===== src/rtl/fb_write_sched_pkg.sv =====
`default_nettype none
// ============================================================================
// Module      : paint_fb_pkg
// Description : Shared state encodings, requester indices and defaults for
//               the framebuffer write scheduler.
// Revision    : 1.0 - initial release
// ============================================================================
package paint_fb_pkg;

  // Scheduler FSM encoding
  typedef logic [1:0] state_t;
  localparam state_t ST_IDLE  = 2'd0;
  localparam state_t ST_WRITE = 2'd1;
  localparam state_t ST_CLEAR = 2'd2;

  // Requester indices
  localparam int NUM_REQ    = 3;
  localparam int REQ_PAINT  = 0;
  localparam int REQ_CURSOR = 1;
  localparam int REQ_PALETA = 2;

  // Pixel value written by the clear sweep unless overridden
  localparam logic [7:0] DEFAULT_CLEAR_COLOR = 8'h00;

  // Round-robin pointer after a grant to idx: (idx + 1) mod NUM_REQ
  function automatic logic [1:0] rr_next(input logic [1:0] idx);
    return (idx == 2'd2) ? 2'd0 : idx + 2'd1;
  endfunction

endpackage
`default_nettype wire


===== src/rtl/fb_write_sched_picker.sv =====
`default_nettype none
// ============================================================================
// Module      : fb_req_picker
// Description : Combinational winner select among the three pixel writers.
//               Fixed priority 0>1>2 by default; round-robin starting at the
//               pointer when RR_ARB_EN is defined.
// Revision    : 1.0 - initial release
// ============================================================================
module fb_req_picker
  import paint_fb_pkg::*;
(
  input  logic [NUM_REQ-1:0] req,
`ifdef RR_ARB_EN
  input  logic [1:0]         rr_ptr,
`endif
  output logic [NUM_REQ-1:0] grant,
  output logic [1:0]         idx,
  output logic               valid
);

`ifdef RR_ARB_EN
  logic [1:0] order [NUM_REQ];

  // Rotate the search order so it begins at the pointer, take first hit
  always_comb begin
    order[0] = 2'd0;
    order[1] = 2'd1;
    order[2] = 2'd2;
    case (rr_ptr)
      2'd1: begin
        order[0] = 2'd1;
        order[1] = 2'd2;
        order[2] = 2'd0;
      end
      2'd2: begin
        order[0] = 2'd2;
        order[1] = 2'd0;
        order[2] = 2'd1;
      end
      default: begin
        order[0] = 2'd0;
        order[1] = 2'd1;
        order[2] = 2'd2;
      end
    endcase
    grant = '0;
    idx   = 2'd0;
    valid = 1'b0;
    for (int k = 0; k < NUM_REQ; k++) begin
      if (!valid && req[order[k]]) begin
        valid            = 1'b1;
        idx              = order[k];
        grant[order[k]]  = 1'b1;
      end
    end
  end
`else
  // Fixed priority: paint stroke over canvas cursor over palette cursor
  always_comb begin
    grant = '0;
    idx   = 2'd0;
    valid = 1'b0;
    if (req[REQ_PAINT]) begin
      valid             = 1'b1;
      idx               = 2'(REQ_PAINT);
      grant[REQ_PAINT]  = 1'b1;
    end else if (req[REQ_CURSOR]) begin
      valid             = 1'b1;
      idx               = 2'(REQ_CURSOR);
      grant[REQ_CURSOR] = 1'b1;
    end else if (req[REQ_PALETA]) begin
      valid             = 1'b1;
      idx               = 2'(REQ_PALETA);
      grant[REQ_PALETA] = 1'b1;
    end
  end
`endif

endmodule
`default_nettype wire


===== src/rtl/fb_write_sched.sv =====
`default_nettype none
// ============================================================================
// Module      : fb_write_sched
// Description : Schedules the single framebuffer write port between three
//               pixel writers and a full-canvas clear sweep. Converts (x,y)
//               to y*FB_W+x. Optional macro RR_ARB_EN selects round-robin
//               arbitration instead of fixed priority.
// Revision    : 1.0 - initial release
// ============================================================================
module fb_write_sched
  import paint_fb_pkg::*;
#(
  parameter int         FB_W        = 64,
  parameter int         FB_H        = 64,
  parameter int         ADDR_W      = 12,
  parameter logic [7:0] CLEAR_COLOR = DEFAULT_CLEAR_COLOR
) (
  input  logic               clk,
  input  logic               rst,
  input  logic [NUM_REQ-1:0] req,
  input  logic [7:0]         x0,
  input  logic [7:0]         x1,
  input  logic [7:0]         x2,
  input  logic [7:0]         y0,
  input  logic [7:0]         y1,
  input  logic [7:0]         y2,
  input  logic [7:0]         d0,
  input  logic [7:0]         d1,
  input  logic [7:0]         d2,
  output logic [NUM_REQ-1:0] ack,
  input  logic               clear_start,
  output logic               clear_done,
  output logic               busy,
  output logic               err_oob,
  output logic               fb_we,
  output logic [ADDR_W-1:0]  fb_addr,
  output logic [7:0]         fb_wdata
);

  localparam logic [ADDR_W-1:0] LAST_ADDR = ADDR_W'(FB_W * FB_H - 1);

  state_t              state_q, state_d;
  logic [ADDR_W-1:0]   cnt_q, cnt_d;
  logic                fb_we_q, fb_we_d;
  logic [ADDR_W-1:0]   fb_addr_q, fb_addr_d;
  logic [7:0]          fb_wdata_q, fb_wdata_d;
  logic [NUM_REQ-1:0]  ack_q, ack_d;
  logic                clear_done_q, clear_done_d;
  logic                busy_q, busy_d;
  logic                err_oob_q, err_oob_d;
`ifdef RR_ARB_EN
  logic [1:0]          rr_ptr_q, rr_ptr_d;
`endif

  logic [NUM_REQ-1:0]  pick_grant;
  logic [1:0]          pick_idx;
  logic                pick_valid;
  logic [7:0]          sel_x, sel_y, sel_d;
  logic                pick_oob;
  logic [ADDR_W-1:0]   lin_addr;
  logic                clear_last;

  fb_req_picker u_picker (
    .req    (req),
`ifdef RR_ARB_EN
    .rr_ptr (rr_ptr_q),
`endif
    .grant  (pick_grant),
    .idx    (pick_idx),
    .valid  (pick_valid)
  );

  // Route the winner's coordinates/data, range-check, then linearise
  always_comb begin
    sel_x = x0;
    sel_y = y0;
    sel_d = d0;
    case (pick_idx)
      2'd1: begin
        sel_x = x1;
        sel_y = y1;
        sel_d = d1;
      end
      2'd2: begin
        sel_x = x2;
        sel_y = y2;
        sel_d = d2;
      end
      default: begin
        sel_x = x0;
        sel_y = y0;
        sel_d = d0;
      end
    endcase
    pick_oob = (32'(sel_x) >= 32'(FB_W)) || (32'(sel_y) >= 32'(FB_H));
    lin_addr = ADDR_W'(sel_y) * ADDR_W'(FB_W) + ADDR_W'(sel_x);
  end

  // The final clear write is the one currently on the port at LAST_ADDR
  assign clear_last = fb_we_q && (fb_addr_q == LAST_ADDR);

  // State and output registers; reset aborts any sweep in progress
  always_ff @(posedge clk) begin
    if (rst) begin
      state_q      <= ST_IDLE;
      cnt_q        <= '0;
      fb_we_q      <= 1'b0;
      fb_addr_q    <= '0;
      fb_wdata_q   <= '0;
      ack_q        <= '0;
      clear_done_q <= 1'b0;
      busy_q       <= 1'b0;
      err_oob_q    <= 1'b0;
`ifdef RR_ARB_EN
      rr_ptr_q     <= 2'd0;
`endif
    end else begin
      state_q      <= state_d;
      cnt_q        <= cnt_d;
      fb_we_q      <= fb_we_d;
      fb_addr_q    <= fb_addr_d;
      fb_wdata_q   <= fb_wdata_d;
      ack_q        <= ack_d;
      clear_done_q <= clear_done_d;
      busy_q       <= busy_d;
      err_oob_q    <= err_oob_d;
`ifdef RR_ARB_EN
      rr_ptr_q     <= rr_ptr_d;
`endif
    end
  end

  // Next state: clear beats any request; a write always takes two cycles
  always_comb begin
    state_d = state_q;
    case (state_q)
      ST_IDLE: begin
        if (clear_start) begin
          state_d = ST_CLEAR;
        end else if (pick_valid) begin
          state_d = ST_WRITE;
        end
      end
      ST_WRITE: state_d = ST_IDLE;
      ST_CLEAR: begin
        if (clear_last) begin
          state_d = ST_IDLE;
        end
      end
      default: state_d = ST_IDLE;
    endcase
  end

  // Next values for the registered outputs, sweep counter and rr pointer
  always_comb begin
    fb_we_d      = 1'b0;
    ack_d        = '0;
    err_oob_d    = 1'b0;
    clear_done_d = 1'b0;
    fb_addr_d    = fb_addr_q;
    fb_wdata_d   = fb_wdata_q;
    busy_d       = busy_q;
    cnt_d        = cnt_q;
`ifdef RR_ARB_EN
    rr_ptr_d     = rr_ptr_q;
`endif
    case (state_q)
      ST_IDLE: begin
        if (clear_start) begin
          busy_d = 1'b1;
          cnt_d  = '0;
        end else if (pick_valid) begin
          ack_d = pick_grant;
`ifdef RR_ARB_EN
          rr_ptr_d = rr_next(pick_idx);
`endif
          if (pick_oob) begin
            // Out-of-range coordinates are consumed but never written
            err_oob_d = 1'b1;
          end else begin
            fb_we_d    = 1'b1;
            fb_addr_d  = lin_addr;
            fb_wdata_d = sel_d;
          end
        end
      end
      ST_WRITE: begin
        busy_d = 1'b0;
      end
      ST_CLEAR: begin
        if (clear_last) begin
          clear_done_d = 1'b1;
          busy_d       = 1'b0;
        end else begin
          fb_we_d    = 1'b1;
          fb_addr_d  = cnt_q;
          fb_wdata_d = CLEAR_COLOR;
          cnt_d      = cnt_q + 1'b1;
        end
      end
      default: begin
        busy_d = 1'b0;
      end
    endcase
  end

  assign fb_we      = fb_we_q;
  assign fb_addr    = fb_addr_q;
  assign fb_wdata   = fb_wdata_q;
  assign ack        = ack_q;
  assign clear_done = clear_done_q;
  assign busy       = busy_q;
  assign err_oob    = err_oob_q;

endmodule
`default_nettype wire


===== config.mk =====
export PLATFORM = sky130hd
export DESIGN_NAME = fb_write_sched
export DESIGN_NICKNAME = d
export VERILOG_FILES = /design/src/rtl/fb_write_sched_pkg.sv /design/src/rtl/fb_write_sched_picker.sv /design/src/rtl/fb_write_sched.sv
export SDC_FILE = /design/constraint.sdc
export NUM_CORES = 1
export LEC_CHECK = 0
export BUFFER_PORTS_ARGS = -buffer_cell sky130_fd_sc_hd__buf_4
export CORE_UTILIZATION = 43
export CTS_CLUSTER_SIZE = 28
export DETAILED_ROUTE_END_ITERATION = 16
export PLACE_DENSITY = 0.85
export SYNTH_ARGS = -nofsm -noshare
export SYNTH_HDL_FRONTEND = slang
export SYNTH_HIERARCHICAL = 1
export SYNTH_SLANG_ARGS = --single-unit

===== constraint.sdc =====
create_clock -name clk -period 2.9 [get_ports clk]
set_clock_uncertainty 0.05 [all_clocks]
set_input_delay 0.435 -clock clk [delete_from_list [all_inputs] [get_ports clk]]
set_output_delay 0.435 -clock clk [all_outputs]
set_load 0.01 [all_outputs]

==> flow_summary.ini <==
[status]
status = finished, final reports clean

[sta]
worst_slack_ns = 0.382
worstMarginPinSlew_ns = 0.781
fin_crit_sh_pct = 86.8
rsz0062_at_grt = false
hold_viol_final = 0
drv_slew = 0
maxSlewHeadroom_pct = 47.9
max_freq_ghz = 0.397
fin_crit_ns = 2.52
setup_viol = 0
fin_tns_setup_ns = 0

[min_path]
hold_path_class = in2reg
hold_start = req[0]
hold_path_depth = 2
min_to = ack[0]

[critical_path]
critPathMaxFanout = 12
required_ns = 3.02
critPathKind = in2reg
end_kind = flip-flop
crit-reg2reg-launch = fb_addr[11]
reg2regPathDepth = 6
critPathArrivalTime_ns = 2.64
start_kind = input port
r2r_end = fb_addr[8]
reg2reg_slack_ns = 0.57

[cells_and_area]
num-fill-cells = 480
most-common-layout-cells = 119 x buf_4, 41 x dfxtp_1, 26 x a21oi_1
multiInputGateArea_sq_um = 1450
n_antenna_cell = 0
area_delta_synth_final_pct = 40.2
final_util_pct = 62.5
fin_nets = 479
seqCellArea_sq_um = 821
drive_gt1_share_pct = 34.1
mostFrequentLayoutCell = buf_4
fin_area_sq_um = 3420

[synthesis]
synthesis.nets = 377
synth_edf_count = 0
synth_area_leaders = dfxtp_1 34%, a21oi_1 5.3%, a221o_1 3.7%, nand2_1 3.5%, nor3_1 3.3%
synth_top_cell_area_share_pct = 33.6
syn_avg_cell_area_sq_um = 8.33
syn_area_sq_um = 2440
seq_area_frac_synth_pct = 33.6
synth.ff_latch_count = 41
synth_cell_types = 51
synthFlopType = dfxtp_1
yosysWarnings = 6
synth_cells = 293
async_flop_share_pct = 0
yosys.area.top_type = dfxtp_1

[global_route]
antenna_found_initial = 0
grt_overflow = 0
grt_usage_pct = 25.0
grt_pass1_wl_um = 11800
first_global_vias = 2586
grt_max_degree = 31

[place]
io_buffers = 104
place_ws_ns = 0.0552
dpl_cell_area_sq_um = 3300
dp_hpwl_um = 5760
gp_congestion = 0.888

[die]
start_util_pct = 44.6
dieHeight_um = 77.3
rows = 27
io_pins = 105
dieArea_sq_um = 5980
die_w_um = 77.3
coreArea_sq_um = 5470

[run]
maxCapViolCount = 0

[clock_tree]
cts_tree = built
cts_root_buf = clkbuf_8
cts_num_sinks = 41
postCtsSetupRepairBufs = 0
clockBufferDepth = 2
hold_buffers = 0
numCtsBuffers = 5
clk_pin_slew_worst_paths_ns = 0.08
cts-htree-levels = 2
cts_resized = 0
clk_latency_ns = 0.30

[drt]
dr.pass1.iters = 4
drc = 0
vias_per_cell = 5.86
drt_first_iter_violations = 185
drtAntennaViolNets = 0
dr_total_vias = 2742
drt-total-wl_um = 7390
wl_per_cell_um = 15.8

[pwr]
max-vdd-ir-drop_mv = 0.310
power_density_nw_per_um2 = 436
p_leak_uw = 0.00139
power.total_uw = 1490
[cell type report]
class,count,area share (%)
sequential,41,24.0
multi-input combinational,216,42.4
inverter,12,1.32
clock inverter,2,1.10
timing repair buffer,119,26.1
clock buffer,6,2.41
tap,72,2.63
[power breakdown]
group          switching [uW]  total [uW]  internal (uW)
registers                25.9         617            591
clock network             203         483            280
logic                     198         391            193
total                     428        1490           1060
[synthesized netlist by cell type (7+ instances only)]
library cell  number
a211oi_1           8
a21oi_1           26
a221o_1            9
a22oi_1            7
clkbuf_1           8
dfxtp_1           41
inv_1             12
nand2_1           23
nand3_1           13
nor2_1            14
nor3_1            16
o21ai_0           11
o31ai_1            7
or4_1              7
[cells by family after synthesis]
logic type | after synthesis | synth area share, %
XOR/XNOR | 5 | 1.79
AND/OR/NAND/NOR | 101 | 23.1
adder cells (fa/ha/maj) | 6 | 3.38
AO/OA/AOI/OAI | 104 | 30.7
buffers and inverters | 36 | 7.38
flip-flops | 41 | 33.6
[worst max path at each step]
stage | startpoint | endpoint | slack, ns | depth (start not counted)
final | req[1] | fb_addr[8] | 0.38 | 10
after global routing | req[1] | fb_addr[10] | 0.06 | 12
after CTS | req[1] | fb_addr[8] | 0.37 | 10
after floorplan | req[2] | fb_addr[10] | 0.03 | 14
after detailed placement | req[1] | fb_addr[8] | 0.06 | 10
after global placement | req[1] | fb_addr[10] | 0.09 | 11
[worst max-delay path, cell delays in order]
cell      delay [ns]
buf_4           0.11
nor3b_1         0.26
buf_4           0.18
ha_4            0.22
buf_4           0.18
o21ai_0         0.09
o21ai_1         0.17
or4_4           0.51
nand2_1         0.33
a311oi_1        0.15
[stage by stage]
stage	instances	hold WS (ns)
2_1_floorplan	293	0.402
3_3_place_gp	460	0.402
3_5_place_dp	460	0.410
4_1_cts	468	0.343
5_1_grt	468	0.350
6_report	468	0.337
[flip-flops by register name (all words and copies together), names as in the netlist]
signal      count
ack             3
busy            1
clear_done      1
cnt_q          12
err_oob         1
fb_addr        12
fb_wdata        8
fb_we           1
state_q         2
[metal layers]
metal	track usage, %	up-vias	part of all wire (%)
li1	-	1319	-
met1	29.5	1278	38
met2	43.1	129	51
met3	5.65	16	8.5
met4	11.1	0	2.3
met5	0	-	0
Note: power is estimated with default switching activity, not from simulation.
